<file path="config.mk">
export PLATFORM = sky130hd
export DESIGN_NAME = uart_transceiver
export DESIGN_NICKNAME = d
export VERILOG_FILES = /design/src/rtl/uart_pkg.sv /design/src/rtl/uart_rx_core.sv /design/src/rtl/uart_transceiver.sv
export SDC_FILE = /design/constraint.sdc
export NUM_CORES = 1
export LEC_CHECK = 0
export CAP_MARGIN = 0
export CORE_ASPECT_RATIO = 1.5
export CORE_MARGIN = 8
export CORE_UTILIZATION = 45
export CTS_CLUSTER_SIZE = 14
export DETAILED_ROUTE_END_ITERATION = 12
export GPL_TIMING_DRIVEN = 0
export PLACE_DENSITY = 0.75
export SYNTH_ARGS = -nofsm -noshare
export SYNTH_HDL_FRONTEND = slang
export SYNTH_SLANG_ARGS = --single-unit
</file>
<file path="constraint.sdc">
create_clock -name i_clock -period 3.6 [get_ports i_clock]
set_input_delay 0.54 -clock i_clock [delete_from_list [all_inputs] [get_ports i_clock]]
set_output_delay 0.54 -clock i_clock [all_outputs]
set_load 0.01 [all_outputs]
</file>
<file path="src/rtl/uart_pkg.sv">
// Shared types and constants for the 8N1 UART transmitter and receiver paths.
package uart_pkg;

  localparam int   DATA_BITS  = 8;
  localparam logic IDLE_LEVEL = 1'b1;

  typedef enum logic [2:0] {
    TX_IDLE,
    TX_START,
    TX_DATA,
    TX_STOP,
    TX_CLEANUP
  } tx_state_e;

  typedef enum logic [2:0] {
    RX_IDLE,
    RX_START,
    RX_DATA,
    RX_STOP,
    RX_WAIT_IDLE
  } rx_state_e;

  // Clocks from start-bit detection to the middle of the start bit.
  function automatic int half_bit_count(input int clks_per_bit);
    return (clks_per_bit - 1) / 2;
  endfunction

endpackage

</file>
<file path="src/rtl/uart_rx_core.sv">
// UART receive path: two-flop synchroniser on the serial input followed by a
// mid-bit sampling 8N1 deserialiser with glitch and framing-error rejection.
module uart_rx_core
  import uart_pkg::*;
#(
  parameter int CLKS_PER_BIT = 87
) (
  input  logic       clk_i,
  input  logic       rst_i,
  input  logic       rx_serial_i,
  output logic [7:0] rx_byte_o,
  output logic       rx_done_o
);

  localparam int                CNT_W    = $clog2(CLKS_PER_BIT);
  localparam logic [CNT_W-1:0] CNT_LAST = CNT_W'(CLKS_PER_BIT - 1);
  localparam logic [CNT_W-1:0] CNT_HALF = CNT_W'(half_bit_count(CLKS_PER_BIT));
  localparam logic [2:0]       IDX_LAST = 3'(DATA_BITS - 1);

  logic [1:0]       sync_q;
  rx_state_e        state_q, state_d;
  logic [CNT_W-1:0] cnt_q, cnt_d;
  logic [2:0]       idx_q, idx_d;
  logic [7:0]       shift_q, shift_d;
  logic [7:0]       byte_q, byte_d;
  logic             done_q, done_d;
  logic             rx_line;

  assign rx_line = sync_q[1];

  always_ff @(posedge clk_i or posedge rst_i) begin
    if (rst_i) begin
      sync_q  <= {2{IDLE_LEVEL}};
      state_q <= RX_IDLE;
      cnt_q   <= '0;
      idx_q   <= '0;
      shift_q <= '0;
      byte_q  <= '0;
      done_q  <= 1'b0;
    end else begin
      sync_q  <= {sync_q[0], rx_serial_i};
      state_q <= state_d;
      cnt_q   <= cnt_d;
      idx_q   <= idx_d;
      shift_q <= shift_d;
      byte_q  <= byte_d;
      done_q  <= done_d;
    end
  end

  always_comb begin
    state_d = state_q;
    cnt_d   = cnt_q;
    idx_d   = idx_q;
    shift_d = shift_q;
    byte_d  = byte_q;
    done_d  = 1'b0;
    unique case (state_q)
      RX_IDLE: begin
        cnt_d = '0;
        idx_d = '0;
        if (rx_line == 1'b0) state_d = RX_START;
      end
      RX_START: begin
        // A start bit must still be low at its centre, otherwise it was noise.
        if (cnt_q == CNT_HALF) begin
          cnt_d   = '0;
          state_d = (rx_line == 1'b0) ? RX_DATA : RX_IDLE;
        end else begin
          cnt_d = cnt_q + 1'b1;
        end
      end
      RX_DATA: begin
        if (cnt_q == CNT_LAST) begin
          cnt_d          = '0;
          shift_d[idx_q] = rx_line;
          idx_d          = idx_q + 1'b1;
          if (idx_q == IDX_LAST) state_d = RX_STOP;
        end else begin
          cnt_d = cnt_q + 1'b1;
        end
      end
      RX_STOP: begin
        if (cnt_q == CNT_LAST) begin
          cnt_d = '0;
          if (rx_line == IDLE_LEVEL) begin
            byte_d  = shift_q;
            done_d  = 1'b1;
            state_d = RX_IDLE;
          end else begin
            state_d = RX_WAIT_IDLE;
          end
        end else begin
          cnt_d = cnt_q + 1'b1;
        end
      end
      RX_WAIT_IDLE: begin
        cnt_d = '0;
        if (rx_line == IDLE_LEVEL) state_d = RX_IDLE;
      end
      default: state_d = RX_IDLE;
    endcase
  end

  assign rx_byte_o = byte_q;
  assign rx_done_o = done_q;

endmodule

</file>
<file path="src/rtl/uart_transceiver.sv">
// Full-duplex 8N1 UART: inline transmit FSM with registered line outputs and
// an independent receive core.
module uart_transceiver
  import uart_pkg::*;
#(
  parameter int CLKS_PER_BIT = 87
) (
  input  logic       i_clock,
  input  logic       i_reset,
  input  logic       i_TX_Start,
  input  logic [7:0] i_TX_Byte,
  output logic       o_TX_Active,
  output logic       o_TX_Serial,
  output logic       o_TX_Done,
  input  logic       i_RX_Serial,
  output logic [7:0] o_RX_Byte,
  output logic       o_RX_Done
);

  localparam int                CNT_W    = $clog2(CLKS_PER_BIT);
  localparam logic [CNT_W-1:0] CNT_LAST = CNT_W'(CLKS_PER_BIT - 1);
  localparam logic [2:0]       IDX_LAST = 3'(DATA_BITS - 1);

  tx_state_e        state_q, state_d;
  logic [CNT_W-1:0] cnt_q, cnt_d;
  logic [2:0]       idx_q, idx_d;
  logic [7:0]       data_q, data_d;
  logic             serial_q, serial_d;
  logic             active_q, active_d;
  logic             done_q, done_d;

  always_ff @(posedge i_clock or posedge i_reset) begin
    if (i_reset) begin
      state_q  <= TX_IDLE;
      cnt_q    <= '0;
      idx_q    <= '0;
      data_q   <= '0;
      serial_q <= IDLE_LEVEL;
      active_q <= 1'b0;
      done_q   <= 1'b0;
    end else begin
      state_q  <= state_d;
      cnt_q    <= cnt_d;
      idx_q    <= idx_d;
      data_q   <= data_d;
      serial_q <= serial_d;
      active_q <= active_d;
      done_q   <= done_d;
    end
  end

  // Line outputs are registered from the current state, so they lag the
  // state register by one clock.
  always_comb begin
    state_d  = state_q;
    cnt_d    = cnt_q;
    idx_d    = idx_q;
    data_d   = data_q;
    serial_d = IDLE_LEVEL;
    active_d = 1'b0;
    done_d   = 1'b0;
    unique case (state_q)
      TX_IDLE: begin
        cnt_d = '0;
        idx_d = '0;
        if (i_TX_Start) begin
          data_d  = i_TX_Byte;
          state_d = TX_START;
        end
      end
      TX_START: begin
        serial_d = 1'b0;
        active_d = 1'b1;
        if (cnt_q == CNT_LAST) begin
          cnt_d   = '0;
          state_d = TX_DATA;
        end else begin
          cnt_d = cnt_q + 1'b1;
        end
      end
      TX_DATA: begin
        serial_d = data_q[idx_q];
        active_d = 1'b1;
        if (cnt_q == CNT_LAST) begin
          cnt_d = '0;
          idx_d = idx_q + 1'b1;
          if (idx_q == IDX_LAST) state_d = TX_STOP;
        end else begin
          cnt_d = cnt_q + 1'b1;
        end
      end
      TX_STOP: begin
        active_d = 1'b1;
        if (cnt_q == CNT_LAST) begin
          cnt_d   = '0;
          state_d = TX_CLEANUP;
        end else begin
          cnt_d = cnt_q + 1'b1;
        end
      end
      TX_CLEANUP: begin
        // The line is already idle here; accepting a request now leaves
        // exactly one idle-high clock between back-to-back frames.
        done_d = 1'b1;
        cnt_d  = '0;
        idx_d  = '0;
        if (i_TX_Start) begin
          data_d  = i_TX_Byte;
          state_d = TX_START;
        end else begin
          state_d = TX_IDLE;
        end
      end
      default: state_d = TX_IDLE;
    endcase
  end

  assign o_TX_Serial = serial_q;
  assign o_TX_Active = active_q;
  assign o_TX_Done   = done_q;

  uart_rx_core #(
    .CLKS_PER_BIT(CLKS_PER_BIT)
  ) u_rx_core (
    .clk_i      (i_clock),
    .rst_i      (i_reset),
    .rx_serial_i(i_RX_Serial),
    .rx_byte_o  (o_RX_Byte),
    .rx_done_o  (o_RX_Done)
  );

endmodule

</file>
==> impl_metrics.json <==
{
  "ff2ff_setup_slack_ns": 1.70,
  "grt_use_total_pct": 11.3,
  "initial_core_util_pct": 46.6,
  "num_rows": 34,
  "vdd_drop_max_mv": 0.274,
  "tns_ns": 0,
  "htreeDepth": 2,
  "dr.pass1.iters": 4,
  "cp_slowest_stage_delay_ns": 0.41,
  "drv_slew": 0,
  "async_flop_share_pct": 100,
  "cp.arrival_ns": 2.10,
  "synth_edf_count": 0,
  "cts-hold-fix-buffers": 0,
  "cts_made_buffers": 5,
  "cts_tree": "built",
  "mostFrequentLayoutCell": "dfrtp_1",
  "diodes": 0,
  "hpwl_um": 3480,
  "io_pins": 24,
  "clock-sinks": 56,
  "cts_resized": 0,
  "first_global_vias": 1853,
  "cp_cell_sequence": "inv_1 > ha_1 > and2_1 > nand3_2 > or3_1 > buf_6 > mux2_4",
  "cp-start-kind": "register",
  "cp.required_ns": 3.80,
  "cap_violations": 0,
  "grt_pass1_wl_um": 8270,
  "nets": 287,
  "critPathMaxFanout": 8,
  "fp.dieH_um": 111,
  "drive_above_1_share_pct": 14.2,
  "hold_path_class": "register to register",
  "period_share_pct": 52.9,
  "port_buffers": 23,
  "place.gp.congestion": 0.803,
  "syn_nets": 256,
  "fp.coreArea_um2": 5790,
  "p_leak_nw": 1.45,
  "end_kind": "register",
  "status": "complete, no violations",
  "finalCriticalPeriod_ns": 1.90,
  "die-area_um2": 8770,
  "finalWirelength_um": 4640,
  "insertion_delay_ns": 0.30,
  "fin_skew_ns": 0.00609,
  "setup_viol_count_final": 0,
  "fmax_mhz": 526,
  "netlist_instances": 236,
  "via_count": 1828,
  "drt_iter0_drc": 56,
  "ys_ff_latch": 56,
  "drcViolationCount": 0,
  "crit_slowest_cell": "dfrtp_1",
  "final_cell_mix": "dfrtp_1, clkdlybuf4s50_1, nor2_1, nand2_1",
  "dieWidth_um": 79.2,
  "cts_buffer_depth": 2,
  "cts_root_buffer": "clkbuf_8",
  "antenna_found_initial": 0,
  "whs_ns": 0.374,
  "drt-wirelength-per-cell_um": 13.6,
  "netlist-cell-type-count": 52,
  "p_per_area_nw_per_um2": 340,
  "rsz0062_at_grt": "no",
  "setup.worst_path.class": "register to register",
  "routed_via_density": 5.38,
  "ant_nets": 0,
  "area_growth_pct": 16.2,
  "hold_viol": 0,
  "avgSynthCellArea_um2": 11.4,
  "cts_setup_buffers": 0,
  "yosysWarningCount": 0,
  "ys_seq_area_share_pct": 52.2,
  "overflow": 0,
  "grt_max_degree": 41,
  "ys.flop_type": "dfrtp_1",
  "tightestPinTransition_ns": 0.686,
  "slew_headroom_pct": 54.1,
  "clk_pin_slew_ns": 0.10,
  "syn_area_um2": 2690
}
-- synth_stat cells, types with 2 or more instances --
cell	count	area share [%]
and2_1	4	0.93
o221ai_1	2	0.65
nor3b_1	2	0.56
or2_2	2	0.46
a21o_1	2	0.56
nor2_1	17	2.4
mux2_2	8	3.3
mux2i_1	2	0.74
dfrtp_1	53	49
mux2_4	8	4.5
o21bai_1	2	0.56
inv_1	8	1.1
nand4_1	6	1.4
a21oi_1	6	1.1
nand2_1	17	2.4
nor3_1	5	0.93
dfstp_2	3	2.9
and3_1	6	1.4
xor2_1	5	1.6
a31oi_1	8	1.9
ha_1	8	3.7
nand3_1	8	1.5
or3_1	3	0.70
mux2_1	8	3.3
o21ai_1	4	0.74
mux4_2	2	1.7
o32ai_1	2	0.65
clkbuf_1	8	1.1
nand2b_1	4	0.93
-- path summary, 6_finish.rpt --
check / from / depth (start not counted) / end
min in group asynchronous: i_reset / 2 / data_q[3]
setup / recovery: u_rx_core.cnt_q[0] / 7 / u_rx_core.rx_byte_o[1]
hold reg to reg: u_rx_core.sync_q[0] / 0 / u_rx_core.sync_q[1]
setup reg to reg: u_rx_core.cnt_q[0] / 7 / u_rx_core.rx_byte_o[1]
hold / removal: u_rx_core.sync_q[0] / 0 / u_rx_core.sync_q[1]
max in group asynchronous: i_reset / 3 / u_rx_core.sync_q[1]
-- logic make-up after synthesis --
logic type / share of synthesized area [%]
XOR/XNOR: 1.95
AND/OR/NAND/NOR: 16.1
multiplexers: 13.6
flip-flops: 52.2
buffers and inverters: 2.97
adder cells (fa/ha/maj): 3.72
AO/OA/AOI/OAI: 9.52
-- where the power goes --
part | switching (W) | total [W] | internal [W]
clock | 0.000201 | 0.000359 | 0.000158
combinational | 0.0000362 | 0.0000622 | 0.0000259
sequential | 0.00000582 | 0.000642 | 0.000636
total | 0.000243 | 0.00106 | 0.000820
-- per-stage QoR --
| stage | util (%) | instances | power [W] | setup WS [ns] | area (µm²) |
|---|---|---|---|---|---|
| 2_1_floorplan | - | 236 | 0.000691 | 1.69 | 2690 |
| 3_3_place_gp | 52.1 | 331 | 0.000713 | 0.692 | 3010 |
| 3_5_place_dp | 52.4 | 332 | 0.000718 | 1.58 | 3030 |
| 4_1_cts | 54.1 | 340 | 0.00108 | 1.69 | 3130 |
| 5_1_grt | 54.1 | 340 | 0.00111 | 1.49 | 3130 |
| 6_report | 54.1 | 340 | 0.00106 | 1.70 | 3130 |
-- state kept, by name, summed over array words and instances, names as in the netlist, 2 cells and up --
| name | flops |
|---|---|
| idx_q | 3 |
| u_rx_core.state_q | 3 |
| u_rx_core.idx_q | 3 |
| u_rx_core.rx_byte_o | 8 |
| u_rx_core.cnt_q | 7 |
| data_q | 8 |
| state_q | 3 |
| u_rx_core.shift_q | 8 |
| cnt_q | 7 |
| u_rx_core.sync_q | 2 |
-- cell type report --
type                       instances  area (µm²)
clock buffer                       6        82.6
tap                               72        90.1
inverter                           9        33.8
sequential                        56        1410
multi-input combinational        161        1210
fill                             537        2660
timing repair buffer              24         250
buffer                            10        46.3
clock inverter                     2        13.8
-- worst max-delay path: cells and delay by family, from the launching register on --
family	cells	cell delay (ns)
and+or+nand+nor	3	0.72
DFF	1	0.41
muxes	1	0.29
buffers and inverters	2	0.24
adders and majority gates	1	0.14
-- per-layer routing --
layer	GRT usage [%]	wire length (µm)
met2	19.1	2320
met5	0	0
met1	13.3	2080
met4	5.22	90
met3	1.95	145
(Power assumes the default switching activity.)
